===== config.mk =====
export PLATFORM = sky130hd
export DESIGN_NAME = uart_tx_arbiter
export DESIGN_NICKNAME = d
export VERILOG_FILES = /design/src/rtl/uart_tx_arbiter.sv
export SDC_FILE = /design/constraint.sdc
export NUM_CORES = 1
export LEC_CHECK = 0
export CAP_MARGIN = 20
export CORE_MARGIN = 10
export CORE_UTILIZATION = 44
export DETAILED_ROUTE_END_ITERATION = 6
export GPL_TIMING_DRIVEN = 1
export PLACE_DENSITY = 0.69
export SETUP_SLACK_MARGIN = 0.2
export SYNTH_ARGS = -nofsm -noshare
export SYNTH_HDL_FRONTEND = slang
export SYNTH_SLANG_ARGS = --single-unit

===== constraint.sdc =====
create_clock -name clk_i -period 3.7 [get_ports clk_i]
set_clock_uncertainty 0.1 [all_clocks]
set_input_delay 0.74 -clock clk_i [delete_from_list [all_inputs] [get_ports clk_i]]
set_output_delay 0.74 -clock clk_i [all_outputs]
set_load 0.005 [all_outputs]

===== src/rtl/uart_tx_arbiter.sv =====
// Round-robin arbiter that lets N_REQ byte producers share one uart_tx.
// One byte in flight at a time, with a done timeout and an optional idle gap after each byte.
module uart_tx_arbiter #(
    parameter int N_REQ          = 4,
    parameter int GAP_CYCLES     = 16,
    parameter int TIMEOUT_CYCLES = 200000
) (
    input  logic                     clk_i,
    input  logic                     reset_i,
    input  logic [N_REQ-1:0]         req_valid_i,
    input  logic [8*N_REQ-1:0]       req_data_i,
    output logic [N_REQ-1:0]         req_ack_o,
    output logic                     tx_start_o,
    output logic [7:0]               tx_din_o,
    input  logic                     tx_done_tick_i,
    output logic                     busy_o,
    output logic [$clog2(N_REQ)-1:0] grant_id_o,
    output logic                     timeout_err_o,
    output logic [1:0]               state_o
);
    localparam int          IW       = $clog2(N_REQ);
    localparam logic [31:0] TO_LAST  = 32'(TIMEOUT_CYCLES - 1);
    localparam logic [31:0] GAP_LAST = 32'(GAP_CYCLES - 1);

    // Handshake: a requester raises req_valid and holds data until it sees a one-cycle
    // req_ack; the tx side gets a one-cycle tx_start and answers with tx_done_tick.
    typedef enum logic [1:0] {
        IDLE      = 2'd0,
        START     = 2'd1,
        WAIT_DONE = 2'd2,
        GAP       = 2'd3
    } state_e;

    state_e            state_q, state_d;
    logic [N_REQ-1:0]  ack_q, ack_d;
    logic              start_q, start_d;
    logic [7:0]        din_q, din_d;
    logic [IW-1:0]     gid_q, gid_d;
    logic              terr_q, terr_d;
    logic [31:0]       cnt_q, cnt_d;
    logic [IW-1:0]     last_q, last_d;

    logic              found;
    logic [IW-1:0]     pick;

    // Search begins one past the last completed grant, wrapping at N_REQ.
    always_comb begin
        found = 1'b0;
        pick  = '0;
        for (int k = 1; k <= N_REQ; k++) begin
            int            idx;
            logic [IW-1:0] cand;
            idx = int'(last_q) + k;
            if (idx >= N_REQ) idx = idx - N_REQ;
            cand = IW'(idx);
            if (!found && req_valid_i[cand]) begin
                found = 1'b1;
                pick  = cand;
            end
        end
    end

    always_comb begin
        state_d = state_q;
        ack_d   = '0;
        start_d = 1'b0;
        din_d   = din_q;
        gid_d   = gid_q;
        terr_d  = 1'b0;
        cnt_d   = cnt_q;
        last_d  = last_q;
        case (state_q)
            IDLE: begin
                if (found) begin
                    state_d     = START;
                    ack_d[pick] = 1'b1;
                    start_d     = 1'b1;
                    din_d       = req_data_i[{pick, 3'b000} +: 8];
                    gid_d       = pick;
                end
            end
            START: begin
                state_d = WAIT_DONE;
                cnt_d   = '0;
            end
            WAIT_DONE: begin
                // A done arriving on the timeout cycle still counts as a clean completion.
                if (tx_done_tick_i || cnt_q == TO_LAST) begin
                    last_d  = gid_q;
                    terr_d  = !tx_done_tick_i;
                    cnt_d   = '0;
                    state_d = (GAP_CYCLES > 0) ? GAP : IDLE;
                end else begin
                    cnt_d = cnt_q + 32'd1;
                end
            end
            GAP: begin
                if (cnt_q == GAP_LAST) begin
                    state_d = IDLE;
                    cnt_d   = '0;
                end else begin
                    cnt_d = cnt_q + 32'd1;
                end
            end
            default: state_d = IDLE;
        endcase
    end

    always_ff @(posedge clk_i) begin
        if (reset_i) begin
            state_q <= IDLE;
            ack_q   <= '0;
            start_q <= 1'b0;
            din_q   <= 8'h00;
            gid_q   <= '0;
            terr_q  <= 1'b0;
            cnt_q   <= '0;
            last_q  <= IW'(N_REQ - 1);
        end else begin
            state_q <= state_d;
            ack_q   <= ack_d;
            start_q <= start_d;
            din_q   <= din_d;
            gid_q   <= gid_d;
            terr_q  <= terr_d;
            cnt_q   <= cnt_d;
            last_q  <= last_d;
        end
    end

    assign req_ack_o     = ack_q;
    assign tx_start_o    = start_q;
    assign tx_din_o      = din_q;
    assign grant_id_o    = gid_q;
    assign timeout_err_o = terr_q;
    assign busy_o        = (state_q != IDLE);
    assign state_o       = state_q;

endmodule


==> impl_results.html, run 1 <==
<table>
<tr><th>Metric</th><th>Value</th></tr>
<tr><th colspan="2">Timing</th></tr>
<tr><td>Final max-slew violation count</td><td>0</td></tr>
<tr><td>Worst max-slew margin expressed relative to the limit</td><td>55.1%</td></tr>
<tr><td>RSZ-0062 raised after global routing</td><td>false</td></tr>
<tr><td>Min Tclk post-route</td><td>2.84 ns</td></tr>
<tr><td>PnR worst setup slack</td><td>0.862 ns</td></tr>
<tr><td>Hold Fails Final Rpt</td><td>0</td></tr>
<tr><td>Share of the cycle needed by the critical path after routing</td><td>76.7%</td></tr>
<tr><td>Post-route setup TNS</td><td>0 ns</td></tr>
<tr><td>Slew at the pin closest to its max-slew limit</td><td>0.673 ns</td></tr>
<tr><td>Fmax</td><td>352 MHz</td></tr>
<tr><td>Setup Viol. Count Final</td><td>0</td></tr>
<tr><th colspan="2">Clock network</th></tr>
<tr><td>Number of clock sinks</td><td>52</td></tr>
<tr><td>Number of hold-repair buffers added at the cts stage</td><td>0</td></tr>
<tr><td>Postcts setup bufs</td><td>0</td></tr>
<tr><td>Max Root-Sink Buffers</td><td>2</td></tr>
<tr><td>Clock insertion delay at the later pin of the skew report</td><td>0.29 ns</td></tr>
<tr><td>Clock tree from TritonCTS</td><td>yes</td></tr>
<tr><td>Count of instances resized after the clock tree is built</td><td>0</td></tr>
<tr><td>Clock-pin slew reported for the worst setup and hold paths after clock tree synthesis</td><td>0.09 ns</td></tr>
<tr><td>CTS H-tree lvls</td><td>2</td></tr>
<tr><td>Root Buffer</td><td>sky130_fd_sc_hd__clkbuf_8</td></tr>
<tr><td>Cts bufs inserted</td><td>5</td></tr>
<tr><th colspan="2">Logic synthesis</th></tr>
<tr><td>Post-synth design cell area</td><td>0.00288 mm2</td></tr>
<tr><td>Commonest cells in the synthesized netlist</td><td>52 x sky130_fd_sc_hd__dfxtp_1, 33 x sky130_fd_sc_hd__nand2_1, 30 x sky130_fd_sc_hd__nor2_1</td></tr>
<tr><td>Number of flops mapped to enable cells by yosys</td><td>0</td></tr>
<tr><td>Total of flip-flops plus latches after synthesis</td><td>52</td></tr>
<tr><td>Post-Synthesis Net Count</td><td>377</td></tr>
<tr><td>Most repeated cell in the gate-level netlist after synthesis</td><td>sky130_fd_sc_hd__dfxtp_1</td></tr>
<tr><td>Yosys warnings</td><td>0</td></tr>
<tr><td>Instance count of the mapped netlist</td><td>333</td></tr>
<tr><td>Main area contributors after synthesis</td><td>sky130_fd_sc_hd__dfxtp_1 36%, sky130_fd_sc_hd__mux2i_1 9.4%, sky130_fd_sc_hd__nand2_1 4.3%</td></tr>
<tr><td>Top_reg_cell synth</td><td>sky130_fd_sc_hd__dfxtp_1</td></tr>
<tr><td>Fraction of synthesized cell area taken by the top area cell type</td><td>36.1%</td></tr>
<tr><td>Async set-reset flop share out of synthesis</td><td>0%</td></tr>
<tr><td>Cell accounting for the most synthesized area</td><td>sky130_fd_sc_hd__dfxtp_1</td></tr>
<tr><td>Part of the Yosys area used for sequential elements</td><td>36.1%</td></tr>
<tr><td>Library cells used by synthesis</td><td>54</td></tr>
<tr><td>Average cell area after synthesis</td><td>8.66 um2</td></tr>
<tr><th colspan="2">Worst hold path</th></tr>
<tr><td>Launch instance of the worst min-delay path</td><td>tx_din_o[3]$_SDFFE_PP0P_</td></tr>
<tr><td>End of the worst hold path</td><td>tx_din_o[3]$_SDFFE_PP0P_</td></tr>
<tr><td>Classification of the worst-slack hold path</td><td>flop to flop</td></tr>
<tr><td>Instance count along the most critical hold path</td><td>1</td></tr>
<tr><th colspan="2">Finish</th></tr>
<tr><td>Final standard cell area without fillers</td><td>0.00360 mm2</td></tr>
<tr><td>Non-filler cells, final</td><td>463</td></tr>
<tr><td>Fraction of layout instances using a drive strength above 1</td><td>6.74%</td></tr>
<tr><td>Count of nets after finishing</td><td>429</td></tr>
<tr><td>Antenna diode instance count</td><td>0</td></tr>
<tr><td>Syn-to-layout area delta</td><td>24.7%</td></tr>
<tr><td>Fin util</td><td>56.6%</td></tr>
<tr><th colspan="2">Floorplanning</th></tr>
<tr><td>Die Span X</td><td>101 um</td></tr>
<tr><td>Die Height</td><td>101 um</td></tr>
<tr><td>Rows</td><td>29</td></tr>
<tr><td>Initial Utilization</td><td>45.4%</td></tr>
<tr><td>Full die area</td><td>0.0102 mm2</td></tr>
<tr><td>Num ports</td><td>58</td></tr>
<tr><td>Std-Cell Core Area</td><td>0.00635 mm2</td></tr>
<tr><th colspan="2">Setup path</th></tr>
<tr><td>Worst reg-to-reg setup slack</td><td>0.86 ns</td></tr>
<tr><td>Data arrival at the endpoint of the critical path</td><td>2.93 ns</td></tr>
<tr><td>Category of the most critical setup path</td><td>flop to flop</td></tr>
<tr><td>Crit path capture type</td><td>flop</td></tr>
<tr><td>Number of cells on the worst reg-to-reg path</td><td>6</td></tr>
<tr><td>Critical path launch point type</td><td>flop</td></tr>
<tr><td>Crit-path max FO</td><td>18</td></tr>
<tr><td>Required time of the critical path</td><td>3.80 ns</td></tr>
<tr><td>R2r startpoint</td><td>cnt_q[14]$_SDFFE_PP0N_</td></tr>
<tr><td>Worst reg2reg endpoint</td><td>state_o[0]$_SDFFE_PP0P_</td></tr>
<tr><th colspan="2">Global routing</th></tr>
<tr><td>Combined global-route utilization of all metal layers</td><td>14.4%</td></tr>
<tr><td>Vias in the first global route</td><td>2,594</td></tr>
<tr><td>Maximum number of pins on one net before global-route repair</td><td>36</td></tr>
<tr><td>Number of antenna violations at the first check in global routing</td><td>0</td></tr>
<tr><td>Overflow left after global routing</td><td>0</td></tr>
<tr><td>First-pass GRT wire length</td><td>12,500 um</td></tr>
<tr><th colspan="2">Flow run</th></tr>
<tr><td>Number of max-cap violations</td><td>0</td></tr>
<tr><th colspan="2">Detailed routing</th></tr>
<tr><td>Number of nets with antenna violations after detailed routing</td><td>0</td></tr>
<tr><td>Number of detailed-routing iterations run before antenna repair</td><td>5</td></tr>
<tr><td>DR WL met2</td><td>3580 um</td></tr>
<tr><td>Number of remaining DRC errors</td><td>0</td></tr>
<tr><td>Vias per cell</td><td>5.66</td></tr>
<tr><td>Avg WL per Cell</td><td>15.8 um</td></tr>
<tr><td>Metal3 WL</td><td>476 um</td></tr>
<tr><td>Detailed-route via count</td><td>2,622</td></tr>
<tr><td>Top metal layer carrying routed signals</td><td>met4</td></tr>
<tr><td>WL final</td><td>7340 um</td></tr>
<tr><td>DRT met1 WL</td><td>3190 um</td></tr>
<tr><td>Violation count after the first detailed-routing iteration</td><td>141</td></tr>
<tr><th colspan="2">Place</th></tr>
<tr><td>HPWL after DPL</td><td>5450 um</td></tr>
<tr><td>Count of buffers from port buffering</td><td>57</td></tr>
<tr><td>GPL Wtd Cong</td><td>0.823</td></tr>
<tr><td>Placed standard-cell area</td><td>0.00346 mm2</td></tr>
<tr><td>Worst slack at placement</td><td>0.692 ns</td></tr>
<tr><td>Cell count after placement</td><td>453</td></tr>
<tr><th colspan="2">Power and ir drop</th></tr>
<tr><td>Power Dens Cells</td><td>461 mW/mm2</td></tr>
<tr><td>Lkg Pwr</td><td>1.24 nW</td></tr>
<tr><td>Worst voltage drop across the vdd grid</td><td>0.331 mV</td></tr>
<tr><th colspan="2">Outcome</th></tr>
<tr><td>Status</td><td>complete, no violations</td></tr>
</table>
[flip-flops by register name, indices dropped and copies added, names as in the netlist]
register and flops:
timeout_err_o 1, tx_start_o 1, cnt_q 32, req_ack_o 4
grant_id_o 2, tx_din_o 8, last_q 2, state_o 2
[critical path: stages, from the launching register on]
cell and delay (ns):
sky130_fd_sc_hd__dfxtp_1 0.38, sky130_fd_sc_hd__nor4_1 0.40, sky130_fd_sc_hd__nand4_1 0.25, sky130_fd_sc_hd__o31ai_2 0.56, sky130_fd_sc_hd__and2_1 0.65, sky130_fd_sc_hd__a21oi_1 0.14
sky130_fd_sc_hd__a311oi_1 0.27
[final cells by class]
type	instances	area [um2]
clock buffer	6	82.6
clock inverter	2	10.0
fill	577	2750
inverter	11	41.3
multi-input combinational	252	1690
sequential	52	1040
tap	77	96.3
timing repair buffer	63	639
[cells by family (layout without fill, tap and decap cells)]
kind of cell	count (synthesis)	count (layout)	share of synthesized area, %
multiplexers	27	27	9.37
AO/OA/AOI/OAI	52	52	12.1
buffers and inverters	29	82	5.64
flip-flops	52	52	36.1
adder cells (fa/ha/maj)	5	5	2.17
XOR/XNOR	13	13	3.95
AND/OR/NAND/NOR	155	155	30.7
[layer usage]
layer,GRT usage (%),vias to the layer above
met5,0,-
met4,3.22,0
met3,4.73,13
met2,24.6,70
met1,17.0,1208
li1,-,1331
[where the power goes]
| group | switching (mW) | internal (mW) |
|---|---|---|
| registers | 0.0454 | 0.626 |
| clock network | 0.182 | 0.150 |
| logic | 0.332 | 0.322 |
| total | 0.559 | 1.10 |
[layout by cell type (no fill, tap or decap), types with 4 or more instances in the layout]
cell type | netlist | routed
sky130_fd_sc_hd__clkdlybuf4s50_1 | 0 | 57
sky130_fd_sc_hd__dfxtp_1 | 52 | 52
sky130_fd_sc_hd__nand2_1 | 33 | 33
sky130_fd_sc_hd__nor2_1 | 30 | 30
sky130_fd_sc_hd__mux2i_1 | 27 | 27
sky130_fd_sc_hd__nand3_1 | 15 | 15
sky130_fd_sc_hd__a21oi_1 | 13 | 13
sky130_fd_sc_hd__a31oi_1 | 13 | 13
sky130_fd_sc_hd__inv_1 | 11 | 11
sky130_fd_sc_hd__nor4_1 | 10 | 10
sky130_fd_sc_hd__nor3_1 | 9 | 9
sky130_fd_sc_hd__or4_1 | 9 | 9
sky130_fd_sc_hd__a22o_1 | 8 | 8
sky130_fd_sc_hd__xnor2_1 | 7 | 7
sky130_fd_sc_hd__nand3b_1 | 7 | 7
sky130_fd_sc_hd__clkbuf_8 | 1 | 7
sky130_fd_sc_hd__nand4_1 | 6 | 6
sky130_fd_sc_hd__xor2_1 | 6 | 6
sky130_fd_sc_hd__o21ai_0 | 5 | 5
sky130_fd_sc_hd__ha_1 | 5 | 5
sky130_fd_sc_hd__and2_1 | 4 | 4
sky130_fd_sc_hd__nand4b_1 | 4 | 4
sky130_fd_sc_hd__buf_4 | 1 | 4
[worst max path at each step]
stage | end | slack, ns | startpoint | depth (start not counted)
6_report | state_o[0]$_SDFFE_PP0P_ | 0.86 | cnt_q[14]$_SDFFE_PP0N_ | 6
5_1_grt | state_o[0]$_SDFFE_PP0P_ | 0.57 | cnt_q[14]$_SDFFE_PP0N_ | 6
4_1_cts | state_o[0]$_SDFFE_PP0P_ | 0.85 | cnt_q[14]$_SDFFE_PP0N_ | 6
3_5_place_dp | tx_din_o[6]$_SDFFE_PP0P_ | 0.69 | req_valid_i[3] | 6
3_3_place_gp | tx_din_o[6]$_SDFFE_PP0P_ | 0.73 | req_valid_i[3] | 6
2_1_floorplan | tx_din_o[2]$_SDFFE_PP0P_ | 1.39 | req_valid_i[3] | 6
[per-stage QoR]
step	hold WS, ns	power [mW]
2_1_floorplan	0.366	1.03
3_3_place_gp	0.358	1.30
3_5_place_dp	0.358	1.31
4_1_cts	0.388	1.64
5_1_grt	0.406	1.77
6_report	0.388	1.66
(Power assumes the default switching activity.)
==> run 2, diff against run 1 <==
--- a/config.mk
+++ b/config.mk
@@ -10,7 +10,7 @@
 export CORE_UTILIZATION = 44
 export DETAILED_ROUTE_END_ITERATION = 6
 export GPL_TIMING_DRIVEN = 1
-export PLACE_DENSITY = 0.69
+export PLACE_DENSITY = 0.72
 export SETUP_SLACK_MARGIN = 0.2
 export SYNTH_ARGS = -nofsm -noshare
 export SYNTH_HDL_FRONTEND = slang
==> constraint.sdc (replaced) <==
create_clock -name clk_i -period 2.44 [get_ports clk_i]
set_clock_uncertainty 0.1 [all_clocks]
set_input_delay 0.488 -clock clk_i [delete_from_list [all_inputs] [get_ports clk_i]]
set_output_delay 0.488 -clock clk_i [all_outputs]
set_load 0.005 [all_outputs]
==> run 2 against run 1 <==
Compared with the run above: critical path depth did not move; first-iteration DRC count rose by 11%; setup slack got worse by 0.68 ns; global-route usage rose by 1.4 points; critical endpoint is now cnt_q[27]$_SDFFE_PP0N_; die area did not move; highest routed layer unchanged; sequential power rose by 52%.
==> impl_results.html, run 2 (synthesized netlist as in run 1, its figures left out) <==
<table>
<tr><th>Metric</th><th>Value</th></tr>
<tr><th colspan="2">Clock network</th></tr>
<tr><td>Clock insertion delay at the later pin of the skew report</td><td>0.31 ns</td></tr>
<tr><td>Number of hold-repair buffers added at the cts stage</td><td>0</td></tr>
<tr><td>Clock-pin slew reported for the worst setup and hold paths after clock tree synthesis</td><td>0.10 ns</td></tr>
<tr><td>Root Buffer</td><td>sky130_fd_sc_hd__clkbuf_8</td></tr>
<tr><td>CTS H-tree lvls</td><td>2</td></tr>
<tr><td>Cts bufs inserted</td><td>5</td></tr>
<tr><td>Max Root-Sink Buffers</td><td>2</td></tr>
<tr><td>Clock tree from TritonCTS</td><td>yes</td></tr>
<tr><td>Number of clock sinks</td><td>52</td></tr>
<tr><th colspan="2">Timing</th></tr>
<tr><td>Worst max-slew margin expressed relative to the limit</td><td>66.6%</td></tr>
<tr><td>PnR worst setup slack</td><td>0.186 ns</td></tr>
<tr><td>Slew at the pin closest to its max-slew limit</td><td>0.499 ns</td></tr>
<tr><td>Post-route setup TNS</td><td>0 ns</td></tr>
<tr><td>Fmax</td><td>444 MHz</td></tr>
<tr><td>Hold Fails Final Rpt</td><td>0</td></tr>
<tr><td>Share of the cycle needed by the critical path after routing</td><td>92.4%</td></tr>
<tr><td>RSZ-0062 raised after global routing</td><td>true</td></tr>
<tr><td>Final max-slew violation count</td><td>0</td></tr>
<tr><td>Setup Viol. Count Final</td><td>0</td></tr>
<tr><td>Min Tclk post-route</td><td>2.25 ns</td></tr>
<tr><th colspan="2">Setup path</th></tr>
<tr><td>Category of the most critical setup path</td><td>flop to flop</td></tr>
<tr><td>Critical path launch point type</td><td>flop</td></tr>
<tr><td>Crit-path max FO</td><td>3</td></tr>
<tr><td>Required time of the critical path</td><td>2.58 ns</td></tr>
<tr><td>Cells along the critical path</td><td>nand4_4, nor4_4, or4b_4, nor2_2, or4b_1, a31oi_1</td></tr>
<tr><td>Largest stage delay on the critical path</td><td>0.55 ns</td></tr>
<tr><td>Crit path capture type</td><td>flop</td></tr>
<tr><td>Data arrival at the endpoint of the critical path</td><td>2.39 ns</td></tr>
<tr><td>Standard cell with the maximum stage delay on the critical path</td><td>sky130_fd_sc_hd__or4b_4</td></tr>
<tr><th colspan="2">Flow run</th></tr>
<tr><td>Number of max-cap violations</td><td>0</td></tr>
<tr><th colspan="2">Power and ir drop</th></tr>
<tr><td>Lkg Pwr</td><td>1.45 nW</td></tr>
<tr><td>Power Dens Cells</td><td>656 mW/mm2</td></tr>
<tr><td>Post-route total power</td><td>2.57 mW</td></tr>
<tr><td>Worst voltage drop across the vdd grid</td><td>0.460 mV</td></tr>
<tr><th colspan="2">Finish</th></tr>
<tr><td>Count of nets after finishing</td><td>459</td></tr>
<tr><td>Antenna diode instance count</td><td>0</td></tr>
<tr><td>Leading cell type in the layout, fill and taps excluded</td><td>sky130_fd_sc_hd__clkdlybuf4s50_1</td></tr>
<tr><td>Largest register FFs</td><td>32</td></tr>
<tr><td>Filler instances</td><td>555</td></tr>
<tr><td>Syn-to-layout area delta</td><td>35.8%</td></tr>
<tr><td>Largest register by flop count</td><td>cnt_q</td></tr>
<tr><td>Final standard cell area without fillers</td><td>0.00392 mm2</td></tr>
<tr><td>Non-filler cells, final</td><td>493</td></tr>
<tr><td>Fraction of layout instances using a drive strength above 1</td><td>18.0%</td></tr>
<tr><td>Commonest cells after routing, fill and taps aside</td><td>56 x sky130_fd_sc_hd__clkdlybuf4s50_1, 40 x sky130_fd_sc_hd__dfxtp_1, 33 x sky130_fd_sc_hd__nand2_1, 33 x sky130_fd_sc_hd__buf_4, 28 x sky130_fd_sc_hd__nor2_1</td></tr>
<tr><th colspan="2">Detailed routing</th></tr>
<tr><td>Detailed-route via count</td><td>2,728</td></tr>
<tr><td>Avg WL per Cell</td><td>16.5 um</td></tr>
<tr><td>WL final</td><td>8140 um</td></tr>
<tr><td>Vias per cell</td><td>5.53</td></tr>
<tr><td>Number of remaining DRC errors</td><td>0</td></tr>
<tr><td>Number of nets with antenna violations after detailed routing</td><td>0</td></tr>
<tr><td>Number of detailed-routing iterations run before antenna repair</td><td>4</td></tr>
<tr><td>Violation count after the first detailed-routing iteration</td><td>156</td></tr>
<tr><th colspan="2">Worst hold path</th></tr>
<tr><td>Classification of the worst-slack hold path</td><td>flop to flop</td></tr>
<tr><th colspan="2">Place</th></tr>
<tr><td>HPWL after DPL</td><td>5800 um</td></tr>
<tr><td>GPL Wtd Cong</td><td>0.841</td></tr>
<tr><td>Worst slack at placement</td><td>-0.393 ns</td></tr>
<tr><td>Count of buffers from port buffering</td><td>57</td></tr>
<tr><td>Placed standard-cell area</td><td>0.00363 mm2</td></tr>
<tr><td>Cell count after placement</td><td>474</td></tr>
<tr><th colspan="2">Floorplanning</th></tr>
<tr><td>Die Span X</td><td>101 um</td></tr>
<tr><td>Rows</td><td>29</td></tr>
<tr><td>Die Height</td><td>101 um</td></tr>
<tr><td>Initial Utilization</td><td>45.4%</td></tr>
<tr><td>Num ports</td><td>58</td></tr>
<tr><td>Full die area</td><td>0.0102 mm2</td></tr>
<tr><td>Std-Cell Core Area</td><td>0.00635 mm2</td></tr>
<tr><th colspan="2">Global routing</th></tr>
<tr><td>First-pass GRT wire length</td><td>13,300 um</td></tr>
<tr><td>Number of antenna violations at the first check in global routing</td><td>0</td></tr>
<tr><td>Overflow left after global routing</td><td>0</td></tr>
<tr><td>Combined global-route utilization of all metal layers</td><td>15.8%</td></tr>
<tr><td>Vias in the first global route</td><td>2,765</td></tr>
<tr><td>Maximum number of pins on one net before global-route repair</td><td>32</td></tr>
<tr><th colspan="2">Outcome</th></tr>
<tr><td>Status</td><td>complete, no violations</td></tr>
</table>
==> run 2: cell count changes in the layout (fill, tap and decap cells not counted), sizes merged <==
cell / previous run / this run
clkbuf: 8 / 6
dlymetal6s2s: 0 / 1
clkinvlp: 0 / 2
clkdlybuf4s50: 57 / 56
buf: 4 / 36
clkinv: 2 / 0
==> run 2: power by group <==
part / internal (mW) / total [mW] / switching (mW)
Clock: 0.230 / 0.529 / 0.298
Combinational: 0.509 / 1.02 / 0.511
Sequential: 0.948 / 1.02 / 0.0720
==> run 2: through the flow <==
stage          hold WS (ns)  utilization [%]
2_1_floorplan         0.366                -
3_3_place_gp          0.364             57.2
3_5_place_dp          0.370             57.2
4_1_cts               0.394             60.8
5_1_grt               0.421             61.7
6_report              0.387             61.7
==> run 2: final cells by class <==
type | instances | area [um2] | area share, %
clock buffers | 6 | 82.6 | 2.11
clock inverters | 2 | 15.0 | 0.383
inverters | 11 | 41.3 | 1.05
multi-input cells | 252 | 1750 | 44.7
flip-flops and latches | 52 | 1070 | 27.2
well taps | 77 | 96.3 | 2.46
repair buffers | 93 | 863 | 22.0
==> run 2: timing repair <==
action / CTS / global route
setup buffers: 9 / 2
setup endpoints to repair: 42 / 34
pin swaps: 6 / 3
gates resized for setup: 22 / 11
==> run 2: worst max-delay path, delay by kind of cell, from the launching register on <==
| kind | cells | cell delay, ns |
|---|---|---|
| and+or+nand+nor | 5 | 1.55 |
| DFF | 1 | 0.37 |
| AOI/OAI and AO/OA | 1 | 0.16 |
==> run 2: final timing paths <==
| path | from | to | slack, ns | cells after the start |
|---|---|---|---|---|
| max | cnt_q[19]$_SDFFE_PP0N_ | cnt_q[27]$_SDFFE_PP0N_ | 0.19 | 6 |
| min | tx_din_o[3]$_SDFFE_PP0P_ | tx_din_o[3]$_SDFFE_PP0P_ | 0.39 | 1 |
| max reg2reg | cnt_q[19]$_SDFFE_PP0N_ | cnt_q[27]$_SDFFE_PP0N_ | 0.19 | 6 |
| min reg2reg | tx_din_o[3]$_SDFFE_PP0P_ | tx_din_o[3]$_SDFFE_PP0P_ | 0.39 | 1 |
==> run 2: metal layers <==
metal / GRT usage, % / wire length, um
met5: 0 / 0
met4: 5.04 / 117
met3: 2.88 / 312
met2: 27.2 / 4170
met1: 19.3 / 3540
